`config.mk`:
```
export PLATFORM = sky130hd
export DESIGN_NAME = rob
export DESIGN_NICKNAME = d
export VERILOG_FILES = /design/src/rtl/rob.sv
export SDC_FILE = /design/constraint.sdc
export NUM_CORES = 2
export LEC_CHECK = 0
export CAP_MARGIN = 10
export CORE_MARGIN = 2
export CORE_UTILIZATION = 30
export CTS_CLUSTER_DIAMETER = 30
export CTS_CLUSTER_SIZE = 10
export DETAILED_ROUTE_END_ITERATION = 10
export DONT_BUFFER_PORTS = 1
export GPL_TIMING_DRIVEN = 0
export SLEW_MARGIN = 20
export SYNTH_ARGS = -nofsm -noshare
export SYNTH_HDL_FRONTEND = slang
export SYNTH_SLANG_ARGS = --single-unit
```
`constraint.sdc`:
```
create_clock -name clk -period 5.15 [get_ports clk]
set_clock_uncertainty 0.2 [all_clocks]
set_input_delay 0 -clock clk [delete_from_list [all_inputs] [get_ports clk]]
set_output_delay 0 -clock clk [all_outputs]
set_load 0.05 [all_outputs]
```
`src/rtl/rob.sv`:
```
// Reorder buffer: in-order allocate/retire circular queue with CDB capture and operand lookup.
// Define ROB_BYPASS_EN to forward the live CDB broadcast into the operand lookup.
module rob #(
  parameter int DEPTH_LOG = 4
) (
  input  logic                 clk,
  input  logic                 rst,
  input  logic                 rdy,
  input  logic                 issue_valid,
  input  logic [4:0]           issue_rd,
  output logic [DEPTH_LOG-1:0] alloc_tag,
  output logic                 rob_full,
  input  logic [DEPTH_LOG-1:0] qj_tag,
  input  logic [DEPTH_LOG-1:0] qk_tag,
  output logic                 qj_ok,
  output logic                 qk_ok,
  output logic [31:0]          vj,
  output logic [31:0]          vk,
  input  logic                 cdb_valid,
  input  logic [DEPTH_LOG-1:0] cdb_tag,
  input  logic [31:0]          cdb_val,
  input  logic                 cdb_mispredict,
  input  logic [31:0]          cdb_target,
  output logic                 commit_valid,
  output logic [DEPTH_LOG-1:0] commit_tag,
  output logic [4:0]           commit_rd,
  output logic [31:0]          commit_val,
  output logic                 clear,
  output logic [31:0]          clear_pc
);

  localparam int DEPTH = 1 << DEPTH_LOG;
  localparam logic [DEPTH_LOG:0] FULL_COUNT = {1'b1, {DEPTH_LOG{1'b0}}};

  logic [DEPTH-1:0]     busy;
  logic [DEPTH-1:0]     ready;
  logic [DEPTH-1:0]     mispredict;
  logic [4:0]           rd_q     [DEPTH];
  logic [31:0]          val_q    [DEPTH];
  logic [31:0]          target_q [DEPTH];
  logic [DEPTH_LOG-1:0] head;
  logic [DEPTH_LOG-1:0] tail;
  logic [DEPTH_LOG:0]   count;

  logic do_commit;
  logic do_flush;
  logic do_issue;
  logic do_cdb;

  assign rob_full  = (count == FULL_COUNT);
  assign alloc_tag = tail;

  // A retiring mispredict squashes everything, including an issue in the same cycle.
  assign do_commit = rdy && (count != '0) && ready[head];
  assign do_flush  = do_commit && mispredict[head];
  assign do_issue  = rdy && issue_valid && !rob_full && !do_flush;
  assign do_cdb    = rdy && cdb_valid && busy[cdb_tag];

  always_ff @(posedge clk) begin
    if (rst) begin
      busy         <= '0;
      ready        <= '0;
      head         <= '0;
      tail         <= '0;
      count        <= '0;
      commit_valid <= 1'b0;
      commit_tag   <= '0;
      commit_rd    <= '0;
      commit_val   <= '0;
      clear        <= 1'b0;
      clear_pc     <= '0;
    end else begin
      commit_valid <= do_commit;
      clear        <= do_flush;
      if (do_cdb) begin
        ready[cdb_tag] <= 1'b1;
      end
      if (do_commit) begin
        commit_tag  <= head;
        commit_rd   <= rd_q[head];
        commit_val  <= val_q[head];
        busy[head]  <= 1'b0;
        ready[head] <= 1'b0;
        head        <= head + 1'b1;
      end
      if (do_issue) begin
        busy[tail]  <= 1'b1;
        ready[tail] <= 1'b0;
        tail        <= tail + 1'b1;
      end
      unique case ({do_issue, do_commit})
        2'b10:   count <= count + 1'b1;
        2'b01:   count <= count - 1'b1;
        default: ;
      endcase
      if (do_flush) begin
        clear_pc <= target_q[head];
        busy     <= '0;
        ready    <= '0;
        head     <= '0;
        tail     <= '0;
        count    <= '0;
      end
    end
  end

  // Payload storage needs no reset; busy/ready gate every use of it.
  always_ff @(posedge clk) begin
    if (do_issue) begin
      rd_q[tail]       <= issue_rd;
      mispredict[tail] <= 1'b0;
    end
    if (do_cdb) begin
      val_q[cdb_tag]      <= cdb_val;
      mispredict[cdb_tag] <= cdb_mispredict;
      target_q[cdb_tag]   <= cdb_target;
    end
  end

  always_comb begin
    qj_ok = busy[qj_tag] && ready[qj_tag];
    vj    = qj_ok ? val_q[qj_tag] : '0;
`ifdef ROB_BYPASS_EN
    if (cdb_valid && (cdb_tag == qj_tag) && busy[qj_tag]) begin
      qj_ok = 1'b1;
      vj    = cdb_val;
    end
`endif
  end

  always_comb begin
    qk_ok = busy[qk_tag] && ready[qk_tag];
    vk    = qk_ok ? val_q[qk_tag] : '0;
`ifdef ROB_BYPASS_EN
    if (cdb_valid && (cdb_tag == qk_tag) && busy[qk_tag]) begin
      qk_ok = 1'b1;
      vk    = cdb_val;
    end
`endif
  end

endmodule

```
==> metrics.txt <==
fillers=between 15000 and 20000; htree depth=4; Crit-path slowest cell=nor4b_2; routed len/inst=around 32 um; sequential share of the synthesized area=0.647; CTS tree=built; Hold Crit Class=in -> reg; Critical Path Max Stage Delay=around 0.43 ns; postcts setup bufs=0; crit path kind=reg -> reg; final RePlAce weighted congestion=approximately 0.9; crit path buf inv count=5; Area growth syn-to-layout=26.1%; synthesized area=55500 um2; Post-Syn Nets=approximately 2800; endpoints failing hold=0; required time worst endpoint=between 5 and 6 ns; DRC=0; fmax=~210 MHz; Avg Vias per Cell=between 5 and 6; critical path's top delay family=buffers and inverters; Die Y-Extent=434 um; Detailed Route WL=187 mm; worst path arrival time=roughly 5.4 ns; buffers added on ports=0; vias in the first global route=~33000; Final Util=0.381; outcome=finished, final reports clean; most common cell in the synthesized netlist=edfxtp_1; Clock Sinks=1240; CTS Buf Count=223; register bit total from synthesis=1240; pwr/cell area=391 nW/um2; 1st-iter DRT viols=roughly 4100; # IOs=around 230; Synth Area per Inst=between 20 and 25 um2; Final Cell Area=between 60000 and 70000 um2; final net count=roughly 3200; total die area=approximately 190000 um2; CP startpoint kind=flop; Final min period=4.84 ns; VDD IR-drop max=just over 0.4 mV; Slew Limit Fails=0; Cell Chain, Critical Path=clkbuf_1, inv_2, a31oi_1, nor4b_2, nor2_2, inv_2, clkbuf_4, ha_1, clkbuf_1, xor2_1, ha_1, o21a_1, o22a_1, a21oi_1, xor2_1, or3_1, a21oi_1; part of the cycle the worst path needs=0.940; chip width=434 um; RSZ-0062 raised after global routing=no; via count=32300; Clock Tree Buf Depth=3; Starting Density=0.302; grt total ovfl=0; iteration count of the initial detailed-routing pass=6; gr usage total=0.198; Yosys top cell area share=0.598; global-route wire length before repair=259 mm; antenna violations before repair=13; leakage=~22 nW; setup ws final=~0.31 ns; root buf cell=clkbuf_16; Yosys top cell by area=edfxtp_1; pin count of the biggest net entering global routing=19; core area=approximately 180000 um2; clock latency on the worst-skew pair=0.83 ns; layout cells sized above 1=0.393; Worst-path clk slew=0.05 ns; Max Cap Viol=0; Synth top cells by count=edfxtp_1, mux4_2, dfxtp_1; Worst Tran Pin Value=about 1.2 ns; Cells after Synth=approximately 2700; EDFF count, synth=around 1100; HPWL Detailed=127 mm; CP Capture Type=flop; max_slew headroom=0.177; Synth area leaders=edfxtp_1, mux4_2, dfxtp_1, nand2_1, nor2b_1; Synth Flop Type=edfxtp_1; Detail Route Antenna Nets=0; final setup vio count=0; floorplan row count=between 150 and 200; synth warn=0; Max FO, Critical Path=11; ys async rst share=0; Post-Place Worst Slack=just under 0.04 ns; area of placed instances=60500 um2; library cells used by synthesis=between 50 and 60
path summary, 6_finish.rpt:
path	slack (ns)	startpoint	to	depth (start not counted)
min	0.03	issue_rd[3]	rd_q[11][3]	1
max	0.31	head[2]	count[4]	17
min reg2reg	0.29	mispredict[14]	mispredict[14]	2
max reg2reg	0.31	head[2]	count[4]	17
power breakdown:
| part | internal [mW] | switching, mW | leakage, nW |
|---|---|---|---|
| sequential | 11.0 | 0.0118 | 11.0 |
| clock | 10.1 | 5.20 | 3.76 |
| combinational | 0.392 | 0.657 | 7.35 |
registers in the layout, indices dropped and copies added (netlist names), 16 cells and up:
register    cells
busy           16
mispredict     16
rd_q           80
val_q         512
ready          16
target_q      512
clear_pc       32
commit_val     32
metrics by stage:
stage               std cells  hold slack [ns]  power (mW)  setup TNS (ns)
floorplan                2694           -0.101        11.7               0
global placement         5158           -0.100        12.0        -4212.64
detailed placement       5232           -0.100        12.0               0
CTS                      5806          0.00385        27.5               0
global route             5808           0.0441        28.0               0
finish                   5808           0.0323        27.3               0
layout make-up:
cell class,instances,area [um2],share of cell area
buffer,203,1020,0.0146
sequential,1240,35900,0.513
tap,2464,3080,0.0441
clock buffer,270,5950,0.0851
timing repair buffer,222,3260,0.0466
clock inverter,156,1960,0.0280
multi-input combinational,1229,18700,0.268
antenna,2,5.00,0.0000715
inverter,22,82.6,0.00118
kinds of logic (layout without fill, tap and decap cells):
family,after synthesis,count (layout),share of synthesized area
AO/OA/AOI/OAI,152,152,0.0168
AND/OR/NAND/NOR,330,330,0.0293
multiplexers,724,724,0.284
flip-flops,1240,1240,0.647
adder cells (fa/ha/maj),12,12,0.00271
other,0,2,0
XOR/XNOR,11,11,0.00174
buffers and inverters,225,873,0.0190
placed cells by master, fill, tap and decap left out, types with 9 or more instances in the layout:
| cell | netlist | routed |
|---|---|---|
| nor2b_2 | 0 | 22 |
| nor2_1 | 67 | 51 |
| dfxtp_1 | 136 | 136 |
| edfxtp_1 | 1104 | 1104 |
| o22ai_1 | 19 | 19 |
| clkinv_2 | 0 | 30 |
| clkinv_4 | 0 | 10 |
| clkinvlp_4 | 0 | 38 |
| buf_6 | 9 | 9 |
| nor2b_1 | 73 | 51 |
| clkbuf_16 | 0 | 226 |
| buf_16 | 0 | 40 |
| nor2_4 | 0 | 16 |
| mux2i_1 | 36 | 36 |
| buf_12 | 1 | 34 |
| clkbuf_2 | 0 | 21 |
| o21ai_0 | 34 | 33 |
| ha_1 | 12 | 12 |
| dlygate4sd3_1 | 0 | 148 |
| clkinv_1 | 0 | 20 |
| buf_2 | 81 | 95 |
| mux4_2 | 678 | 678 |
| o21a_1 | 17 | 17 |
| inv_6 | 0 | 15 |
| bufinv_16 | 0 | 38 |
| nand2_1 | 129 | 129 |
| nand3_1 | 9 | 9 |
| clkbuf_8 | 0 | 13 |
| inv_1 | 20 | 20 |
| a21oi_1 | 53 | 53 |
| clkbuf_1 | 83 | 96 |
layer usage:
layer	part of all wire	global-route usage
met1	0.37	0.245
met2	0.50	0.337
met4	0.044	0.0842
met3	0.078	0.0380
met5	0	0
what timing repair did:
item,in CTS,in global routing
endpoints found under the setup margin,1,1
hold buffers,148,0
pin swaps,0,0
endpoints found under the hold margin,1717,0
cloned,0,0
resized for setup,1,1
worst reg2reg max path, delay by kind of cell, from the launching register on:
family | cells | cell delay (ns)
fa+ha+maj | 2 | 0.48
flops | 1 | 0.34
compound gates | 5 | 0.95
simple gates | 3 | 0.90
buf+inv | 5 | 1.66
xor+xnor | 2 | 0.22
Note: power is estimated with default switching activity, not from simulation.
